===== src/rtl/jtkunio_gfxrom.sv =====
// Graphics ROM responder: one-entry cache per layer slot (char/scroll/object)
// with misses arbitrated onto a single SDRAM read port, char > scr > obj.
module jtkunio_gfxrom #(
  parameter logic [21:0] CHAR_OFFSET = 22'h00000,
  parameter logic [21:0] SCR_OFFSET  = 22'h04000,
  parameter logic [21:0] OBJ_OFFSET  = 22'h24000
) (
  input  logic        clk,
  input  logic        rst,
  input  logic [13:0] char_addr,
  output logic [31:0] char_data,
  output logic        char_ok,
  input  logic [16:0] scr_addr,
  output logic [31:0] scr_data,
  output logic        scr_ok,
  input  logic        obj_cs,
  input  logic [17:0] obj_addr,
  output logic [31:0] obj_data,
  output logic        obj_ok,
  output logic [21:0] sdram_addr,
  output logic        sdram_req,
  input  logic        sdram_ack,
  input  logic        data_rdy,
  input  logic [31:0] data_read
);

  typedef enum logic [1:0] {IDLE, WAIT_ACK, WAIT_DATA} state_t;

  localparam logic [1:0] SEL_CHAR = 2'd0;
  localparam logic [1:0] SEL_SCR  = 2'd1;
  localparam logic [1:0] SEL_OBJ  = 2'd2;

  state_t      state_reg, state_next;
  logic        req_reg, req_next;
  logic [21:0] addr_reg, addr_next;
  logic [1:0]  sel_reg, sel_next;
  logic [17:0] lat_reg, lat_next;

  logic [13:0] char_tag_reg;
  logic [31:0] char_dat_reg;
  logic        char_valid_reg;
  logic [16:0] scr_tag_reg;
  logic [31:0] scr_dat_reg;
  logic        scr_valid_reg;
  logic [17:0] obj_tag_reg;
  logic [31:0] obj_dat_reg;
  logic        obj_valid_reg;

  logic fill, clr_char, clr_scr, clr_obj;
  logic char_miss, scr_miss, obj_miss;

  // Hits follow the live address combinationally; a moved address misses at once.
  assign char_ok   = char_valid_reg && (char_addr == char_tag_reg);
  assign scr_ok    = scr_valid_reg  && (scr_addr  == scr_tag_reg);
  assign obj_ok    = obj_cs && obj_valid_reg && (obj_addr == obj_tag_reg);
  assign char_miss = !char_ok;
  assign scr_miss  = !scr_ok;
  assign obj_miss  = obj_cs && !obj_ok;

  assign char_data  = char_dat_reg;
  assign scr_data   = scr_dat_reg;
  assign obj_data   = obj_dat_reg;
  assign sdram_addr = addr_reg;
  assign sdram_req  = req_reg;

  always_comb begin
    state_next = state_reg;
    req_next   = req_reg;
    addr_next  = addr_reg;
    sel_next   = sel_reg;
    lat_next   = lat_reg;
    fill       = 1'b0;
    clr_char   = 1'b0;
    clr_scr    = 1'b0;
    clr_obj    = 1'b0;
    case (state_reg)
      IDLE: begin
        if (char_miss) begin
          sel_next   = SEL_CHAR;
          lat_next   = {4'd0, char_addr};
          addr_next  = CHAR_OFFSET + {8'd0, char_addr};
          req_next   = 1'b1;
          clr_char   = 1'b1;
          state_next = WAIT_ACK;
        end else if (scr_miss) begin
          sel_next   = SEL_SCR;
          lat_next   = {1'b0, scr_addr};
          addr_next  = SCR_OFFSET + {5'd0, scr_addr};
          req_next   = 1'b1;
          clr_scr    = 1'b1;
          state_next = WAIT_ACK;
        end else if (obj_miss) begin
          sel_next   = SEL_OBJ;
          lat_next   = obj_addr;
          addr_next  = OBJ_OFFSET + {4'd0, obj_addr};
          req_next   = 1'b1;
          clr_obj    = 1'b1;
          state_next = WAIT_ACK;
        end
      end
      WAIT_ACK: begin
        // Data arriving with or ahead of the ack completes the fetch directly.
        if (data_rdy) begin
          fill       = 1'b1;
          req_next   = 1'b0;
          state_next = IDLE;
        end else if (sdram_ack) begin
          req_next   = 1'b0;
          state_next = WAIT_DATA;
        end
      end
      WAIT_DATA: begin
        if (data_rdy) begin
          fill       = 1'b1;
          state_next = IDLE;
        end
      end
      default: begin
        req_next   = 1'b0;
        state_next = IDLE;
      end
    endcase
  end

  always_ff @(posedge clk) begin
    if (rst) begin
      state_reg      <= IDLE;
      req_reg        <= 1'b0;
      addr_reg       <= 22'd0;
      sel_reg        <= SEL_CHAR;
      lat_reg        <= 18'd0;
      char_tag_reg   <= 14'd0;
      char_dat_reg   <= 32'd0;
      char_valid_reg <= 1'b0;
      scr_tag_reg    <= 17'd0;
      scr_dat_reg    <= 32'd0;
      scr_valid_reg  <= 1'b0;
      obj_tag_reg    <= 18'd0;
      obj_dat_reg    <= 32'd0;
      obj_valid_reg  <= 1'b0;
    end else begin
      state_reg <= state_next;
      req_reg   <= req_next;
      addr_reg  <= addr_next;
      sel_reg   <= sel_next;
      lat_reg   <= lat_next;
      // Tags come from the latched address so a client that moved still misses.
      if (fill && sel_reg == SEL_CHAR) begin
        char_tag_reg   <= lat_reg[13:0];
        char_dat_reg   <= data_read;
        char_valid_reg <= 1'b1;
      end else if (clr_char) begin
        char_valid_reg <= 1'b0;
      end
      if (fill && sel_reg == SEL_SCR) begin
        scr_tag_reg   <= lat_reg[16:0];
        scr_dat_reg   <= data_read;
        scr_valid_reg <= 1'b1;
      end else if (clr_scr) begin
        scr_valid_reg <= 1'b0;
      end
      if (fill && sel_reg == SEL_OBJ) begin
        obj_tag_reg   <= lat_reg;
        obj_dat_reg   <= data_read;
        obj_valid_reg <= 1'b1;
      end else if (clr_obj) begin
        obj_valid_reg <= 1'b0;
      end
    end
  end

endmodule


===== config.mk =====
export PLATFORM = sky130hd
export DESIGN_NAME = jtkunio_gfxrom
export DESIGN_NICKNAME = d
export VERILOG_FILES = /design/src/rtl/jtkunio_gfxrom.sv
export SDC_FILE = /design/constraint.sdc
export NUM_CORES = 1
export LEC_CHECK = 0
export BUFFER_PORTS_ARGS = -buffer_cell sky130_fd_sc_hd__buf_2
export CAP_MARGIN = 20
export CORE_AREA = 10 10 113 156
export DETAILED_ROUTE_END_ITERATION = 8
export DIE_AREA = 0 0 123 166
export GPL_TIMING_DRIVEN = 1
export PLACE_DENSITY = 0.87
export SETUP_SLACK_MARGIN = 0.1
export SLEW_MARGIN = 10
export SYNTH_ARGS = -nofsm -noshare
export SYNTH_HDL_FRONTEND = slang
export SYNTH_SLANG_ARGS = --single-unit

===== constraint.sdc =====
create_clock -name clk -period 2.3 [get_ports clk]
set_input_delay 0.23 -clock clk [delete_from_list [all_inputs] [get_ports clk]]
set_output_delay 0.23 -clock clk [all_outputs]
set_load 0.1 [all_outputs]

==> results of run 1 <==
## stage by stage
step	hold slack, ns	cells	TNS, ns	instance area (um^2)	power (uW)
final	0.0613	1357	0	9800	7320
after floorplan	0.366	965	-0.185	7560	4150
after global placement	0.438	1312	-0.0518	8800	4440
after global routing	0.0497	1357	-0.0933	9800	7520
after detailed placement	0.443	1312	-0.0294	8800	4460
after CTS	0.0452	1349	0	9640	7310
## metal layers
metal  GRT usage  vias up
met1       0.258     3617
li1            -     3575
met5           0        -
met2       0.438      454
met4       0.150        4
met3      0.0691      116
## cell families (layout without fill, tap and decap cells)
| family | after synthesis | in the layout |
|---|---|---|
| AO/OA/AOI/OAI | 224 | 224 |
| XOR/XNOR | 52 | 52 |
| other | 1 | 4 |
| buffers and inverters | 92 | 291 |
| AND/OR/NAND/NOR | 406 | 406 |
| adder cells (fa/ha/maj) | 5 | 5 |
| multiplexers | 7 | 7 |
| flip-flops | 176 | 176 |
## critical path: cells and delay by family (launching register included)
kind,cells,cell delay [ns]
buf+inv,1,0.18
flops,1,0.33
xor+xnor,1,0.24
simple gates,2,0.62
compound gates,2,0.55
mux,1,0.24
## area by class of cell
class | count | area (um^2)
flip-flops and latches | 176 | 3530
clock buffers | 20 | 457
clock inverters | 12 | 120
fillers | 1180 | 4980
multi-input cells | 697 | 3930
diodes | 1 | 2.50
well taps | 192 | 240
repair buffers | 249 | 1480
inverters | 10 | 37.5
## path summary, 6_finish.rpt
kind                  start             to  cells after the start
max          obj_tag_reg[1]    lat_reg[15]                      7
min            data_read[8]    scr_data[8]                      3
max reg2reg  obj_tag_reg[1]    lat_reg[15]                      7
min reg2reg   char_data[26]  char_data[26]                      2
## Yosys cell counts (2+ instances only)
cell type,number
nand4_1,10
ha_1,5
and2_1,4
and3_1,6
clkbuf_1,54
nor4_1,3
nor2_1,23
dfxtp_1,176
a211oi_1,2
buf_4,18
o21ai_0,22
mux2i_1,6
or4_1,2
xnor2_1,38
a22o_1,14
a21oi_1,156
a31oi_1,15
nand3_1,22
and4_1,3
nor3_1,4
xor2_1,13
nor2b_1,15
buf_1,8
nand2_1,303
buf_2,2
a32oi_1,2
o31ai_1,2
inv_1,9
## repair_timing
item / 4_1_cts / 5_1_grt
pin swaps: 13 / 17
hold endpoints to repair: 0 / 0
buffers inserted: 4 / 7
hold buffers: 0 / 0
gates cloned: 1 / 0
setup endpoints to repair: 17 / 28
gates resized for setup: 31 / 23
## cell usage in the layout (no fill, tap or decap), drive strengths merged, types with 10 or more instances in the layout
| cell | count |
|---|---|
| nand2 | 303 |
| buf | 248 |
| dfxtp | 176 |
| a21oi | 156 |
| xnor2 | 39 |
| nor2 | 23 |
| o21ai | 23 |
| nand3 | 22 |
| clkbuf | 20 |
| inv | 16 |
| nor2b | 15 |
| a31oi | 15 |
| a22o | 14 |
| xor2 | 13 |
| nand4 | 10 |
## power by group through the flow
stage	Combinational [uW]	Sequential, uW	Clock (uW)
after global routing	1330	3210	2980
after floorplan	580	3570	0
after CTS	1240	3200	2860
final	1280	3200	2840
after detailed placement	1190	3270	0
after global placement	1180	3260	0
==> out/metrics.csv, run 1 <==
metric,value,unit
overflow,0,
drtPass1Iterations,7,
ys_seq_area_frac,0.467,
grt_pass1_vias,7706,
fin_util,0.663,
slew-limit-headroom,0.485,
hold_viol,0,
cts_buffers,17,
cts_buffer_depth,2,
post-route-period-util,0.977,
met3_length,2340,um
cp-start-kind,flip-flop,
clkSinkCount,176,
finalWirelength,26800,um
cts_tree,done,
synth_top_area_frac,0.467,
clockPowerShare,0.388,
fmax,445,MHz
port_buffers,204,
wl_met1,9140,um
preCtsSetupSlack,-0.0265,ns
dieArea,20400,um^2
crit_arrival,2.59,ns
top_layer,met5,
ios,208,
final_nets,1242,
track_usage,0.251,
r2r_setup_slack,0.05,ns
p_int,4940,uW
synth_area,7550,um^2
postLayoutSetupSlackWorst,0.0530,ns
hold_path_class,input pin to flip-flop,
switchingPower,2370,uW
grt_antenna_before_repair,3,
cap_violations,0,
slew_viol_final,0,
dp.final_hpwl,18600,um
cp_max_fo,10,
dieHeight,166,um
drt_iter0_drc,721,
drive_gt1_frac,0.293,
yosysTopAreaCell,dfxtp_1,
grt_pass1_wl,40900,um
synthArstFlopShare,0,
power_leakage,0.00403,uW
crit_type,flip-flop to flip-flop,
die_x,123,um
min_period,2.25,ns
powerDensity,746,nW/um^2
start_util,0.510,
ys_types,54,
postRouteAntennaNets,0,
cp_cell_sequence,xnor2_2 -> nand4_1 -> or4_4 -> o31a_1 -> o21ai_4 -> buf_12 -> mux2i_1,
syn2layout_area_growth,29.9,%
rows,53,
ys_ff_latch,176,
synthXorXnorAreaFrac,0.0613,
syn_avg_cell_area,7.84,um^2
peakVddDrop,0.000498,V
place_congestion,0.889,
wl_per_cell,19.8,um
wl_met2,13800,um
muxShareOfSynthArea,0.00945,
status,"complete, no violations",
fin_skew,0.0113,ns
tightest_slew,0.773,ns
grt_max_degree,74,
sequentialPowerShare,0.438,
routed_via_density,5.72,
grt_setup_unrepaired,true,
cp-end-kind,flip-flop,
p_sw_frac,0.324,
synth_warnings,0,
cts.root.buffer_cell,clkbuf_16,
synth-simple-area-share,0.231,
synthCells,963,
synth_compound_area_frac,0.167,
synthTopCellsByArea,"dfxtp_1, nand2_1, a21oi_1",
clkTransAtPathRegs,0.07,ns
synth_top_family_by_area,simple AND/OR/NAND/NOR gates,
synth_fa_ha_area_frac,0.00829,
cp.required,2.64,ns
num_vias,7766,
synthFlopType,dfxtp_1,
crit_path_max_incr_delay,0.49,ns
synth_edf_count,0,
setup_viol,0,
clk_latency,0.42,ns
drc,0,
h-tree-depth,4,
timing.critical_path.slowest_stage_cell,or4_4,
comb_power_share,0.174,
core_area,14800,um^2
No activity file was read; power rests on OpenSTA's default activity.
==> inputs of run 2 (changes only) <==
--- a/config.mk
+++ b/config.mk
@@ -5,13 +5,14 @@
 export SDC_FILE = /design/constraint.sdc
 export NUM_CORES = 1
 export LEC_CHECK = 0
+export ABC_AREA = 1
 export BUFFER_PORTS_ARGS = -buffer_cell sky130_fd_sc_hd__buf_2
 export CAP_MARGIN = 20
-export CORE_AREA = 10 10 113 156
+export CORE_AREA = 10 10 116 160
 export DETAILED_ROUTE_END_ITERATION = 8
-export DIE_AREA = 0 0 123 166
+export DIE_AREA = 0 0 126 170
 export GPL_TIMING_DRIVEN = 1
-export PLACE_DENSITY = 0.87
+export PLACE_DENSITY = 0.88
 export SETUP_SLACK_MARGIN = 0.1
 export SLEW_MARGIN = 10
 export SYNTH_ARGS = -nofsm -noshare
==> run 2 against run 1 <==
Effect of this change:
- critical endpoint is now scr_ok
- fmax up 5.5%
- worst setup slack gained 0.12 ns
- sequential share of layout area decreased by 0.34 points
- synthesized cell count up 24%
- hold slack lost 0.016 ns
- via count rose by 7.2%
- area after synthesis grew 7.9%
- final cell count up 16%
- power up 9.3%
- first-iteration DRC count fell by 0.14%
- critical path depth up 2
==> out/metrics.csv, run 2 <==
metric,value,unit
min_period,2.13,ns
synthFlopType,dfxtp_1,
rows,54,
p_int,5190,uW
crit_type,flip-flop to output port,
finalWirelength,25500,um
most-common-layout-cells,"nor2_1, nand2_1, buf_2",
crit_buf_inv,3,
comb_power_share,0.211,
cp_cell_sequence,inv_1 -> nand2_1 -> nand2_1 -> nor2_1 -> nand2_1 -> nor2_2 -> nand3_4 -> inv_2 -> buf_12,
synth_warnings,0,
timing.critical_path.slowest_stage_cell,dfxtp_1,
p_sw_frac,0.351,
grt_pass1_vias,8083,
start_util,0.524,
synth_fa_ha_area_frac,0.00768,
synthXorXnorAreaFrac,0.0140,
track_usage,0.228,
hold_buffers,0,
cts_buffers,17,
synth-simple-area-share,0.289,
ys_ff_latch,176,
sequentialPowerShare,0.411,
yosys-top-cells-count,"nor2_1, nand2_1, dfxtp_1",
post-route-period-util,0.926,
yosysTopAreaCell,dfxtp_1,
synth_compound_area_frac,0.154,
fillers,1401,
setup_tns,0,ns
clkSinkCount,176,
crit_path_max_incr_delay,0.36,ns
fin_skew,0.00972,ns
fin_util,0.636,
cap_violations,0,
num_vias,8323,
peakVddDrop,0.000720,V
postRouteAntennaNets,0,
dieHeight,170,um
grt_setup_unrepaired,true,
slew_viol_final,0,
cts_buffer_depth,2,
routed_via_density,5.30,
clockPowerShare,0.378,
ys_types,36,
regArea,3520,um^2
slew-limit-headroom,0.657,
drc,0,
wl_per_cell,16.3,um
overflow,0,
h-tree-depth,4,
grt_max_degree,82,
fmax,469,MHz
place_congestion,0.979,
dp.final_hpwl,18800,um
switchingPower,2810,uW
cp_top_family,simple AND/OR/NAND/NOR gates,
hold_viol,0,
ios,208,
tightest_slew,0.518,ns
cp-end-kind,output port,
port_buffers,204,
hold_path_class,input pin to flip-flop,
powerDensity,810,nW/um^2
drtPass1Iterations,5,
drt_iter0_drc,720,
cts_tree,done,
core_area,15500,um^2
status,"complete, no violations",
synth_top_family_by_area,simple AND/OR/NAND/NOR gates,
grt_antenna_before_repair,0,
clk_latency,0.43,ns
synthCells,1192,
n_antenna_cell,0,
setup_viol,0,
cp_common_cell,nand2_1,
dieArea,21400,um^2
yosysMostFrequentCell,nor2_1,
cp-start-kind,flip-flop,
synthArstFlopShare,0,
cp_max_fo,8,
drive_gt1_frac,0.222,
synth_edf_count,0,
synth_top_area_frac,0.433,
syn_avg_cell_area,6.83,um^2
muxShareOfSynthArea,0,
synthTopCellsByArea,"dfxtp_1, nor2_1, nand2_1",
clkTransAtPathRegs,0.07,ns
final_nets,1453,
cts.root.buffer_cell,clkbuf_16,
synth_area,8140,um^2
multiInputGateArea,3810,um^2
crit_arrival,1.90,ns
grt_pass1_wl,40200,um
layout_commonest_cell,nor2_1,
ys_seq_area_frac,0.433,
cp.required,2.07,ns
power_leakage,0.00489,uW
syn2layout_area_growth,21.3,%
die_x,126,um
[run 2: worst register-to-register path, stage by stage, from the launching register on]
cell and delay (ns):
dfxtp_1 0.36, inv_1 0.07, nand2_1 0.07, nand2_1 0.08, nor2_1 0.16, nand2_1 0.09
nor2_2 0.14, nand3_4 0.20, nor2_8 0.17, nand2_4 0.10, nand2_8 0.21, inv_2 0.14
nand2_1 0.10, a21oi_1 0.08
[run 2: cell type report]
| class | count | share of cell area |
|---|---|---|
| clock inverter | 15 | 0.0191 |
| timing repair buffer | 224 | 0.125 |
| multi-input combinational | 828 | 0.386 |
| tap | 196 | 0.0248 |
| clock buffer | 17 | 0.0431 |
| sequential | 176 | 0.357 |
| inverter | 115 | 0.0451 |
[run 2: metal layers]
layer / global-route usage / wire, um
met5: 0 / 0
met2: 0.401 / 12800
met4: 0.105 / 993
met3: 0.0756 / 2280
met1: 0.242 / 9450
[run 2: worst paths after layout]
check	startpoint	endpoint	slack [ns]	depth (start not counted)
min	data_read[15]	char_data[15]	0.05	3
max	scr_tag_reg[15]	scr_ok	0.17	9
max reg2reg	scr_tag_reg[15]	lat_reg[2]	0.23	13
min reg2reg	scr_tag_reg[14]	scr_tag_reg[14]	0.47	2
[run 2: cell families after synthesis]
| group | after synthesis |
|---|---|
| compound gates | 236 |
| xor+xnor | 13 |
| fa+ha+maj | 5 |
| buf+inv | 190 |
| flops | 176 |
| other cells | 1 |
| simple gates | 571 |
[run 2: power by group through the flow]
stage / Combinational [uW] / Sequential [uW] / Clock [uW]
3_3_place_gp: 1660 / 3350 / 0
5_1_grt: 1800 / 3300 / 3170
2_1_floorplan: 812 / 3870 / 0
6_report: 1690 / 3290 / 3030
4_1_cts: 1680 / 3280 / 3060
3_5_place_dp: 1680 / 3350 / 0
[run 2: timing repair]
item	CTS	global route
gates resized for setup	4	7
pin swaps	0	0
endpoints found under the hold margin	0	0
setup buffers	0	3
setup endpoints to repair	2	6
[run 2: metrics by stage]
| stage | hold WS, ns | cell area [um^2] | power (uW) | cells | setup WS (ns) |
|---|---|---|---|---|---|
| global route | 0.0544 | 9880 | 8260 | 1571 | 0.0792 |
| finish | 0.0454 | 9880 | 8000 | 1571 | 0.170 |
| floorplan | 0.365 | 8150 | 4680 | 1194 | 0.102 |
| detailed placement | 0.459 | 9200 | 5030 | 1536 | 0.242 |
| global placement | 0.450 | 9200 | 5000 | 1536 | 0.310 |
| CTS | 0.0346 | 9830 | 8020 | 1568 | 0.0700 |
